`config.mk`:
```
export PLATFORM = sky130hd
export DESIGN_NAME = upa2_seq
export DESIGN_NICKNAME = d
export VERILOG_FILES = /design/src/rtl/upa2_seq.sv
export SDC_FILE = /design/constraint.sdc
export NUM_CORES = 1
export LEC_CHECK = 0
export ABC_AREA = 1
export BUFFER_PORTS_ARGS = -buffer_cell sky130_fd_sc_hd__buf_2
export CAP_MARGIN = 20
export CORE_ASPECT_RATIO = 1.5
export CORE_MARGIN = 2
export CORE_UTILIZATION = 50
export CTS_BUF_LIST = sky130_fd_sc_hd__clkbuf_2 sky130_fd_sc_hd__clkbuf_4 sky130_fd_sc_hd__clkbuf_8
export CTS_CLUSTER_SIZE = 8
export DETAILED_ROUTE_END_ITERATION = 8
export HOLD_SLACK_MARGIN = 0.1
export MAX_ROUTING_LAYER = met4
export PLACE_DENSITY = 0.7
export SYNTH_ARGS = -nofsm -noshare
export SYNTH_HDL_FRONTEND = slang
export SYNTH_SLANG_ARGS = --single-unit
```
`constraint.sdc`:
```
create_clock -name clk -period 9.55 [get_ports clk]
set_clock_uncertainty 0.1 [all_clocks]
set_input_delay 0.4775 -clock clk [delete_from_list [all_inputs] [get_ports clk]]
set_output_delay 0.4775 -clock clk [all_outputs]
set_load 0.01 [all_outputs]
```
`src/rtl/upa2_seq.sv`:
```
// G.726 UPA2 stage: multi-cycle computation of the unlimited second-order
// predictor coefficient A2T, with internal PK1/PK2 sign history.
module upa2_seq (
    input  logic        clk,
    input  logic        reset,
    input  logic        scan_in0,
    input  logic        scan_in1,
    input  logic        scan_in2,
    input  logic        scan_in3,
    input  logic        scan_in4,
    input  logic        scan_enable,
    input  logic        test_mode,
    input  logic        start,
    input  logic        PK0,
    input  logic        SIGPK,
    input  logic [15:0] A1,
    input  logic [15:0] A2,
    output logic        scan_out0,
    output logic        scan_out1,
    output logic        scan_out2,
    output logic        scan_out3,
    output logic        scan_out4,
    output logic        ready,
    output logic        done,
    output logic [15:0] A2T
);

    // state  | meaning
    // IDLE   | ready, waiting for start; operands captured on accept
    // FA     | sign products, FA and UGA2B = UGA2A + FA
    // UGA    | UGA2 (gain term) and ULA2 (leak term)
    // SUM    | UA2 and A2T; A2T and PK history update on exit
    // DONE   | done pulse, A2T valid
    typedef enum logic [2:0] {
        S_IDLE,
        S_FA,
        S_UGA,
        S_SUM,
        S_DONE
    } state_t;

    state_t state, state_nx;

    logic        pk0_r;
    logic        sigpk_r;
    logic [15:0] a1_r;
    logic [15:0] a2_r;
    logic        pk1;
    logic        pk2;
    logic [16:0] uga2b_r;
    logic [16:0] uga2_r;
    logic [15:0] ula2_r;

    logic        pks1;
    logic        pks2;
    logic [16:0] uga2a;
    logic [16:0] a1_x4;
    logic [16:0] fa1;
    logic [16:0] fa;
    logic [16:0] uga2b_shr;
    logic [15:0] a2_shr;
    logic [15:0] ula2;
    logic [16:0] uga2;
    logic [16:0] add_a;
    logic [16:0] add_b;
    logic [16:0] add_sum;

    assign scan_out0 = test_mode & scan_enable & scan_in0;
    assign scan_out1 = test_mode & scan_enable & scan_in1;
    assign scan_out2 = test_mode & scan_enable & scan_in2;
    assign scan_out3 = test_mode & scan_enable & scan_in3;
    assign scan_out4 = test_mode & scan_enable & scan_in4;

    assign ready = (state == S_IDLE);
    assign done  = (state == S_DONE);

    always_ff @(posedge clk or posedge reset) begin
        if (reset) begin
            state <= S_IDLE;
        end else begin
            state <= state_nx;
        end
    end

    always_comb begin
        state_nx = state;
        case (state)
            S_IDLE:  if (start) state_nx = S_FA;
            S_FA:    state_nx = S_UGA;
            S_UGA:   state_nx = S_SUM;
            S_SUM:   state_nx = S_DONE;
            S_DONE:  state_nx = S_IDLE;
            default: state_nx = S_IDLE;
        endcase
    end

    assign pks1  = pk0_r ^ pk1;
    assign pks2  = pk0_r ^ pk2;
    assign uga2a = pks2 ? 17'd114688 : 17'd16384;
    assign a1_x4 = {1'b0, a1_r} << 2;

    always_comb begin
        fa1 = 17'd0;
        if (!a1_r[15]) begin
            fa1 = (a1_r <= 16'd8191) ? a1_x4 : 17'd32764;
        end else begin
            fa1 = (a1_r >= 16'd57345) ? a1_x4 : 17'd98308;
        end
    end

    // 131072 - FA1 modulo 2^17 is plain two's complement negation
    assign fa        = pks1 ? fa1 : (17'd0 - fa1);
    assign uga2b_shr = uga2b_r >> 7;
    assign a2_shr    = a2_r >> 7;
    assign ula2      = a2_r[15] ? (16'd0 - (a2_shr + 16'd65024)) : (16'd0 - a2_shr);

    // One adder serves the 17-bit gain path in every arithmetic state
    always_comb begin
        add_a = 17'd0;
        add_b = 17'd0;
        case (state)
            S_FA: begin
                add_a = uga2a;
                add_b = fa;
            end
            S_UGA: begin
                add_a = uga2b_shr;
                add_b = 17'd126976;
            end
            S_SUM: begin
                add_a = uga2_r;
                add_b = {1'b0, ula2_r};
            end
            default: begin
                add_a = 17'd0;
                add_b = 17'd0;
            end
        endcase
    end

    assign add_sum = add_a + add_b;
    assign uga2    = sigpk_r ? 17'd0 : (uga2b_r[16] ? add_sum : uga2b_shr);

    always_ff @(posedge clk or posedge reset) begin
        if (reset) begin
            pk0_r   <= 1'b0;
            sigpk_r <= 1'b0;
            a1_r    <= 16'd0;
            a2_r    <= 16'd0;
            pk1     <= 1'b0;
            pk2     <= 1'b0;
            uga2b_r <= 17'd0;
            uga2_r  <= 17'd0;
            ula2_r  <= 16'd0;
            A2T     <= 16'd0;
        end else begin
            case (state)
                S_IDLE: begin
                    if (start) begin
                        pk0_r   <= PK0;
                        sigpk_r <= SIGPK;
                        a1_r    <= A1;
                        a2_r    <= A2;
                    end
                end
                S_FA: begin
                    uga2b_r <= add_sum;
                end
                S_UGA: begin
                    uga2_r <= uga2;
                    ula2_r <= ula2;
                end
                S_SUM: begin
                    // A2T is already updated while done is high
                    A2T <= a2_r + add_sum[15:0];
                    pk2 <= pk1;
                    pk1 <= pk0_r;
                end
                default: ;
            endcase
        end
    end

endmodule
```
# Word-level counts from Yosys, hierarchy flattened
# Cells that the tools add are included.
# W data, S select, Z words.
[classes]
n_div = 0
n_reduce_logical = 2
n_bitwise = 8
order_cmp = 2
shifts = 0
n_eq_ne = 5
mul = 0
muxes = 12
n_addsub = 6
[op_table]
columns = ["op", "n"]
rows = [
  ["$mux W17", 7],
  ["$pmux W17 S3", 2],
  ["$add A17 B17 Y17", 1],
  ["$sub A1 B17 Y17 const A", 1],
  ["$add A16 B16 Y16", 1],
  ["$ge A16 B16 Y1 const B", 1],
  ["$le A16 B13 Y1 const B", 1],
  ["$mux W16", 1],
  ["$pmux W3 S4", 1],
  ["$sub A1 B11 Y12 const A", 1],
  ["$add A10 B10 Y11 const B", 1],
  ["$sub A1 B9 Y10 const A", 1],
  ["$and A1 B1 Y1", 6],
  ["$eq A3 B2 Y1 const B", 2],
  ["$eq A3 B1 Y1 const B", 1],
  ["$eq A3 B3 Y1 const B", 1],
  ["$logic_not A3 Y1", 1],
  ["$mux W3", 1],
  ["$ne A2 B2 Y1 const B", 1],
  ["$reduce_and A2 Y1", 1],
  ["$xor A1 B1 Y1", 2],
]
[word_totals]
mem_bits_rw = 0
memories = 0
rom_bits = 0
input_bits = 44
out_inout_bits = 23
latchBits = 0
elab_cells = 46
ff_bits = 105

# Depth between registers and ports, before layout
# Gate-level depths: netlist of run 1.
[depth]
depth_word = 9
mapped_depth = 38
mapped_depth_nobuf = 38

# Worst setup path after synthesis of run 1
# OpenSTA, ideal clock, no wires.
[synth_timing]
path_type = "reg2reg"
from = "reg a1_r[0]"
to = "reg A2T[15]"
arrival_ns = 3.947
period_less_slack_ns = 4.165
slack_ns = 5.385
required_time_ns = 9.332
stages_incl_launch_ff = 38
n_path_buf = 0
setup_time_ns = 0.118
cell_sequence = "dfrtp_1 nor2_1 inv_1 nor2_1 nand2_1 nand2_2 nand2_4 inv_2 nor3_1 ha_1 nand2_2 inv_1 nor2_1 nand2_1 nand2_1 o22ai_1 ha_1 nand2_1 [2 not listed] nand2_1 nand2_1 a21oi_1 nand2_1 nand2_1 nand3_1 nand2_1 xor2_1 inv_1 ha_1 nand2_1 nor2_1 inv_1 o221ai_1 a21oi_1 nand2_1 nand3_1 nand2_1"
[synth_via]
elab_chain_cells = 8
elab_cells_between_ends = 10
classes_between = "add/sub: 3; order compare: 2; mux: 5"
[synth_lines]
columns = ["item", "line_no", "rtl"]
rows = [
  ["from (decl)", "46", "logic [15:0] a1_r;"],
  ["from (signal assigned)", "148", "a1_r <= 16'd0;"],
  ["from (signal assigned)", "162", "a1_r <= A1;"],
  ["$le A16 B13 Y1 / $ge A16 B16 Y1 (equally long branches)", "105, 107", ""],
  ["$mux W17 (on tied branches)", "105, 107", ""],
  ["$mux W17 *", "104", "if (!a1_r[15]) begin"],
  ["$sub A1 B17 Y17", "112", "assign fa = pks1 ? fa1 : (17'd0 - fa1);"],
  ["$mux W17 *", "112", ""],
  ["$pmux W17 S3 *", "121", "case (state)"],
  ["$add A17 B17 Y17 *", "141", "assign add_sum = add_a + add_b;"],
  ["named net add_sum[14]", "66", "logic [16:0] add_sum;"],
  ["$add A16 B16 Y16 *", "175", "A2T <= a2_r + add_sum[15:0];"],
  ["to (signal assigned)", "175", ""],
  ["to (decl)", "25", "output logic [15:0] A2T"],
]
# Mark *: on every way through the listed nets, which the timed path passes. The rest lies on a longest branch.
# A chain may end at the register's enable or synchronous reset.

# Final worst setup path of run 1
[layout_timing]
from = "reg state[2]"
to = "reg A2T[14]"
[layout_via]
elab_chain_cells = 4
elab_cells_between_ends = 7
classes_between = "add/sub: 2; eq/ne: 3; mux: 2"
[layout_lines]
columns = ["item", "line_no", "rtl"]
rows = [
  ["from (decl)", "42", "state_t state, state_nx;"],
  ["from (signal assigned)", "81", "state <= state_nx;"],
  ["$eq A3 B2 Y1 / $eq A3 B1 Y1 (equally long branches)", "121", ""],
  ["$pmux W17 S3", "121", ""],
  ["$add A17 B17 Y17 *", "141", ""],
  ["named net add_sum[11]", "66", ""],
  ["$add A16 B16 Y16 *", "175", ""],
]
# Marks and branches as above.

==> results, run 1 <==
- The final-layout setup total negative slack is 0 ns.
- Dividing the detail-routed wire length by the instance count gives 14.62 um.
- The iteration count of the initial detailed-routing pass is 5.
- The post-synth design cell area is 0.006023 mm^2.
- The CTS tree is done.
- The proportion of register bits with asynchronous set or reset after synthesis is 1.000.
- The highest ir drop seen on vdd is 164.8 uV.
- The most frequently used flop master after synthesis is dfrtp_1.
- Sorting the synthesized cells by area gives the leading types as dfrtp_1, nand2_1, ha_1.
- The wire length after detailed routing is 14860 um.
- The final-report max-slew violation count was 0.
- The area of the multi-input gates is 0.003169 mm^2.
- The highest net fanout along the worst path is 25.
- The number of inserted diodes is 0.
- The number of non-filler instances in the completed layout is 1016.
- The number of clock sinks seen by CTS is 93.
- The longest clock path from root to sink contains 2 buffers.
- The data arrival time of the critical path is 5.40 ns.
- Data on the critical path is required at its endpoint by 9.69 ns.
- The final core utilization is 0.5637.
- The cell area after placement is 0.006489 mm^2.
- In this run the power density over the cells is 394.8 mW/mm^2.
- The portion of synthesized cell area occupied by the leading cell type is 0.3864.
- The H-tree generated during clock tree synthesis spans 3 levels.
- The first-pass GRT wire length is 24870 um.
- The register cell area after layout is 0.002327 mm^2.
- The part of the cycle the worst path needs is 0.5512.
- After detailed routing, the number of remaining DRC violations is 0.
- STA classifies the critical path startpoint as a flop.
- The cell type with the highest aggregate area in the netlist is dfrtp_1.
- The via total after detailed routing is 5407.
- The count of max-cap constraint violations is 0.
- Based on the critical path, the design can be clocked at up to 190.0 MHz.
- The total nets after synthesis is 879.
- Once placement completed, the tool counted placed cells totaling 998.
- The total overflow left after global routing is 0.
- The number of buffers inserted by post-CTS setup repair is 0.
- At the pin with the least slew margin, the transition time is 1.016 ns.
- The y dimension of the die is 138.4 um.
- The clock network latency to the later pin of the worst-skew pair is 0.38 ns.
- The starting density of the core is 0.5064.
- STA classifies the critical path endpoint as a flop.
- Dividing the detail-routed via count by the number of cells gives 5.322.
- The number of setup violations in the final report is 0.
- The run finished with clean final reports.
- The via count of the first global-routing pass was 5321.
- The die covers 0.01296 mm^2.
- The number of gates given a new drive strength after cts is 0.
- The final weighted congestion in routability-driven placement is 0.8971.
- The fraction of layout instances using a drive strength above 1 is 0.1622.
- The count of filler cells inserted in the layout is 1147.
- The number of warnings printed during yosys synthesis is 0.
- The site row count is 49.
- In the final design database the tool counted 939 nets.
- The count of buffers inserted at the top-level ports is 66.
- Entering global routing, the biggest net connects 53 pins.
- For this design the top-level I/O count stands at 67.
- In this run, synthesis inferred 0 flip-flops with an integrated enable.
- The count of distinct cell types in the synthesized netlist is 41.
- Hold timing on the final database bottoms out at a slack of 0.2215 ns.
- The cell count after synthesis is 798.
- The TritonCTS buffer count is 9.
- Setup repair after global routing left no endpoint under its margin.
- The per-instance average area after synthesis is 7.548 um^2.
- The min-delay analysis places its worst path in the category in2reg.
- The layout overhead on the synthesized area is 11.32%.
- The power after layout is 2.647 mW.
- Clock-pin slew was measured on the worst setup and hold paths at 0.09 ns.
- After the first detailed-routing iteration, the DRC count stood at 298.
- The worst-case headroom to the max-slew limit is 0.3200.
- The CTS root buffer is clkbuf_8.
- The initial antenna violation count is 0.
- Of the synthesized area, sequential elements account for 0.3864.
- The worst setup path is of the reg2reg kind.
- The total count of hold-check failures in the final report is 0.
- The area inside the core boundary is 0.01189 mm^2.
- The summed area of non-filler cells in the final layout is 0.006705 mm^2.
- The setup slack after placement is 4.292 ns.
- Summed over all nets, the half-perimeter wirelength after detailed placement is 11470 um.
- In this run the static leakage power is 3.472 nW.
- Across every metal layer, demand over resource in global routing totals 0.2498.
- The time the worst path needs with I/O delays and setup is 5.264 ns.
- The number of nets still failing antenna checks after routing is 0.
- The die is 93.62 um wide.
- The smallest setup slack after layout is 4.286 ns.
- The register bit count reported by yosys is 93.
-- cells in the mapped netlist (11+ instances only) --
master and count:
a21oi_1 66, clkbuf_1 20, dfrtp_1 93, ha_1 35, inv_1 110, mux2_2 16
nand2_1 162, nand2_2 11, nand3_1 33, nor2_1 69, nor3_1 15, o21ai_0 72
o22ai_1 21, xor2_1 15
-- layer usage --
layer	vias up	track usage	routed length, um
met5	-	-	0
met4	0	0.1091	495
met3	39	0.03488	567
met2	132	0.4426	7912
met1	2507	0.2743	5882
li1	2729	-	-
-- sequential cells by signal (all words and copies together) (netlist names) --
name and count:
pk0_r 1, state 3, pk2 1, sigpk_r 1
A2T 16, pk1 1, a1_r 16, uga2b_r 10
a2_r 16, ula2_r 11, uga2_r 17
-- power breakdown --
group          switching [mW]  internal [mW]
Clock                   0.142          0.123
Sequential              0.139          0.571
Combinational            1.05          0.622
Total                    1.33           1.32
-- final timing paths --
check | to | slack (ns) | depth (start not counted) | start
worst min-delay path | a2_r[1] | 0.22 | 2 | A2[1]
worst max-delay path | A2T[14] | 4.29 | 21 | state[2]
min in group asynchronous | a2_r[10] | 0.63 | 3 | reset
worst max register to register | A2T[14] | 4.29 | 21 | state[2]
worst min register to register | A2T[14] | 0.38 | 2 | A2T[14]
max in group asynchronous | uga2_r[10] | 7.57 | 4 | reset
-- critical path, cell delays in order (launching register included) --
cell and delay, ns:
dfrtp_1 0.44, nor3_2 0.62, buf_4 0.31, inv_1 0.31
buf_4 0.34, o22ai_1 0.25, ha_1 0.18, nand3_1 0.07
nand2_1 0.08, nand2_1 0.07, nand3_1 0.07, nand2_1 0.09
o21ai_2 0.20, a21boi_1 0.12, o21ai_0 0.29, xor2_1 0.29
ha_1 0.35, a21oi_1 0.14, a21boi_0 0.34, o21ai_0 0.18
xnor2_1 0.19, o21ai_0 0.09
-- repair_timing --
item | CTS | global route
hold buffers | 1 | 0
hold endpoints to repair | 6 | 0
setup endpoints to repair | 0 | 0
-- cell type report --
class	count	area share
Multi-Input combinational cell	567	0.4727
Sequential cell	93	0.3471
Inverter	113	0.06344
Timing Repair Buffer	74	0.05915
Tap cell	153	0.02855
Clock buffer	10	0.01959
Clock inverter	6	0.009517
-- cell families (layout without fill, tap and decap cells) --
logic type / count (synthesis) / in the layout / synth area share
AO/OA/AOI/OAI: 180 / 180 / 0.1610
XOR/XNOR: 21 / 21 / 0.03054
adder cells (fa/ha/maj): 37 / 37 / 0.07935
buffers and inverters: 138 / 203 / 0.08870
flip-flops: 93 / 93 / 0.3864
multiplexers: 16 / 16 / 0.02991
AND/OR/NAND/NOR: 313 / 313 / 0.2241
-- cells in the final DEF (no fill, tap or decap), types with 12 or more instances in the layout --
master	netlist	final
nor2_1	69	69
nand2_2	11	12
o22ai_1	21	21
xor2_1	15	15
inv_1	110	109
mux2_2	16	16
nor3_1	15	14
nand3_1	33	33
dfrtp_1	93	93
buf_2	1	66
ha_1	35	35
a21oi_1	66	66
o21ai_0	72	72
nand2_1	162	161
No activity file was read; power rests on OpenSTA's default activity.
==> inputs of run 2 (changes only) <==
--- a/config.mk
+++ b/config.mk
@@ -16,7 +16,7 @@
 export DETAILED_ROUTE_END_ITERATION = 8
 export HOLD_SLACK_MARGIN = 0.1
 export MAX_ROUTING_LAYER = met4
-export PLACE_DENSITY = 0.7
+export PLACE_DENSITY = 0.72
 export SYNTH_ARGS = -nofsm -noshare
 export SYNTH_HDL_FRONTEND = slang
 export SYNTH_SLANG_ARGS = --single-unit
==> constraint.sdc (replaced) <==
create_clock -name clk -period 4.5 [get_ports clk]
set_clock_uncertainty 0.1 [all_clocks]
set_input_delay 0.225 -clock clk [delete_from_list [all_inputs] [get_ports clk]]
set_output_delay 0.225 -clock clk [all_outputs]
set_load 0.01 [all_outputs]
==> run 2 against run 1 <==
Compared with the run above:
- die area stayed put
- register-to-register slack worse by 4.2 ns
- setup slack worse by 4.2 ns
- highest routed layer unchanged
- flip-flop and latch count stayed put
- final cell count is 8.2% higher
- final area is 16% higher
- routed wire length is 6.2% higher
- non-clock buffer count is 83 higher
- hold slack better by 0.15 ns
- largest power group unchanged
- sequential share of layout area is 4.8 points lower
- clock-buffer cell count is 1 lower
- global-route usage is 0.50 points higher
==> results, run 2 (synthesis gave the netlist of run 1 again) <==
- The flow ran to the end, and the final reports show no timing, DRC or antenna violations.
- The worst reg2reg path depth is 37 (+76%).
- The library cell used most frequently in the layout, excluding fill and tap cells, is nand2_1.
- STA classifies the critical path startpoint as a flop.
- The worst reg-to-reg setup slack is 0.10 ns (-4.18 ns).
- The highest ir drop seen on vdd was 376.4 uV (+130%).
- The number of I/O pins is 67 (unchanged).
- The origin of the critical flop-to-flop path is a1_r[0].
- The part of the cycle the worst path needs is 0.9771 (+0.4259).
- The area inside the core boundary is 0.01189 mm^2 (unchanged).
- The sum of overflow across all layers after global routing is 0 (unchanged).
- The count of max-cap constraint violations is 0 (unchanged).
- The initial antenna violation count is 0 (unchanged).
- The detailed-route DRC error count is 0 (unchanged).
- The kind of end point of the critical path is a flop.
- The static leakage power is 3.928 nW (+13%).
- The clock tree buffer depth is 2 (unchanged).
- The y dimension of the die is 138.4 um (unchanged).
- The total count of hold-check failures in the final report is 0 (unchanged).
- The total track usage is 0.2548 (+0.005027).
- The number of setup violations in the final report is 0 (unchanged).
- The half-perimeter wire length after detailed placement is 10960 um (-4.4%).
- The summed area of non-filler cells in the final layout is 0.007796 mm^2 (+16%).
- The count of H-tree levels built during CTS is 3 (unchanged).
- The library cells used most frequently in the layout, excluding fill and tap cells, are nand2_1, inv_1, dfrtp_1.
- The flip-flop count of the largest register, all copies and words added is 17 (unchanged).
- The wire length after detailed routing is 15770 um (+6.2%).
- The maximum cell stage delay along the critical path is 0.43 ns (-0.19 ns).
- The via total after detailed routing is 5749 (+6.3%).
- The final-report max-slew violation count is 0 (unchanged).
- The first-pass GRT wire length came to 25500 um (+2.6%).
- The final net count is 1022 (+8.8%).
- The instance count after placement with tap cells included came to 1026 (+2.8%).
- The number of clock sinks seen by CTS is 93 (unchanged).
- The slew at the pin closest to its max-slew limit is 1.030 ns (+0.01341 ns).
- The die outline area is 0.01296 mm^2 (unchanged).
- The TritonCTS buffer count is 9 (unchanged).
- The cell area after placement is 0.006713 mm^2 (+3.5%).
- The via count of the first global-routing pass is 5708 (+7.3%).
- The CTS tree is done.
- The register containing the most flip-flops in the final layout is uga2_r.
- The die width came to 93.62 um (unchanged).
- The count of routing violations after the opening detailed-route iteration was 290 (-2.7%).
- The total power divided by cell area is 873.0 mW/mm^2 (+120%).
- By startpoint and endpoint, the worst setup path is classified as reg2reg.
- The clock network latency to the later pin of the worst-skew pair was 0.39 ns (about the same).
- The layout overhead on the synthesized area is 29.44%.
- The largest net degree at the start of global routing is 53 (unchanged).
- Setup repair after global routing could not meet its margin everywhere.
- The endpoint identified for the worst register-to-register timing path is A2T[15].
- The clock-pin transition on the worst setup and hold timing paths is 0.11 ns (+0.02 ns).
- The iteration count of the initial detailed-routing pass is 5 (unchanged).
- The number of non-filler instances in the completed layout came to 1099 (+8.2%).
- The final weighted congestion in routability-driven placement came to 0.9315 (+3.8%).
- The site row count was 49 (unchanged).
- The wire length per cell was 14.35 um (-1.9%).
- The tree is rooted in a clkbuf_8.
- The worst path required time is 4.69 ns (-5.00 ns).
- The detail-routed via count per cell is 5.231 (-1.7%).
- On the critical path, the stage with the largest delay is an instance of dfrtp_2.
- The path class of the tightest hold or removal check is in2async.
- The count of buffers inserted at the top-level ports is 66 (unchanged).
- The time the worst path needs with I/O delays and setup came to 4.397 ns (-0.8669 ns).
- The starting density of the core is 0.5064 (unchanged).
- The fraction of layout instances using a drive strength above 1 is 0.2632 (+0.1010).
- The highest net fanout along the worst path is 4 (-84%).
- The data arrival time of the critical path is 4.58 ns (-0.82 ns).
- The upper clock frequency limit is 227.4 MHz (+20%).
- The worst-case headroom to the max-slew limit is 0.3109 (-0.009073).
- The number of nets still failing antenna checks after routing is 0 (unchanged).
- The most numerous cell type found on the critical path is nand2_1.
- The number of inserted diodes is 0 (unchanged).
## run 2: cell types whose count changed in the layout (fill, tap and decap cells not counted), sizes merged
cell         before  now
buf              73  121
dlygate4sd3       1   36
inv             112  117
clkinv            4    0
bufinv            1    3
clkinvlp          2    0
clkbuf           10    9
## run 2: stage by stage
step,hold slack (ns),power [mW],TNS [ns],util,worst slack [ns]
6_report,0.3759,6.806,0,0.6555,0.1031
5_1_grt,0.4043,7.446,-0.4418,0.6555,-0.2788
4_1_cts,0.3826,6.088,0,0.6192,0.02603
3_5_place_dp,0.2607,5.298,-0.2620,0.5644,-0.1320
3_3_place_gp,0.2578,5.235,-0.1495,0.5644,-0.07599
2_1_floorplan,0.2635,4.187,0,-,0.3350
## run 2: report_power, final
group | switching, mW | internal [mW]
combinational | 2.60 | 1.99
clock | 0.324 | 0.377
sequential | 0.301 | 1.22
## run 2: cell type report
cell class / count / area, um^2
Timing Repair Buffer: 157 / 1120
Clock buffer: 9 / 123.9
Clock inverter: 7 / 125.1
Inverter: 113 / 429.2
Tap cell: 153 / 191.4
Sequential cell: 93 / 2332
Multi-Input combinational cell: 567 / 3475
Fill cell: 1046 / 4098
## run 2: worst max-delay path by stage
| stage | from | end | slack (ns) | depth (start not counted) |
|---|---|---|---|---|
| after floorplan | a1_r[0] | A2T[15] | 0.34 | 37 |
| after detailed placement | a1_r[0] | A2T[15] | -0.13 | 29 |
| after CTS | a1_r[0] | A2T[15] | 0.03 | 35 |
| final | a1_r[0] | A2T[15] | 0.10 | 37 |
| after global routing | a1_r[14] | A2T[15] | -0.28 | 32 |
| after global placement | a1_r[0] | A2T[14] | -0.08 | 25 |
## run 2: repair_timing
| item | CTS | global route |
|---|---|---|
| setup endpoints to repair | 3 | 8 |
| resized for setup | 7 | 73 |
| setup buffers | 3 | 18 |
| hold buffers | 36 | 0 |
| hold endpoints to repair | 84 | 0 |
| pin swaps | 2 | 41 |
## run 2: worst max-delay path, delay by kind of cell, from the launching register on
kind            cells  cell delay [ns]
simple gates       23             1.87
xor+xnor            1             0.21
flops               1             0.43
buf+inv             6             0.52
fa+ha+maj           2             0.66
compound gates      5             0.49
## run 2: routing by layer
| layer | track usage | share of wire |
|---|---|---|
| met5 | - | 0 |
| met4 | 0.1449 | 0.057 |
| met3 | 0.03270 | 0.035 |
| met2 | 0.4358 | 0.52 |
| met1 | 0.2809 | 0.39 |
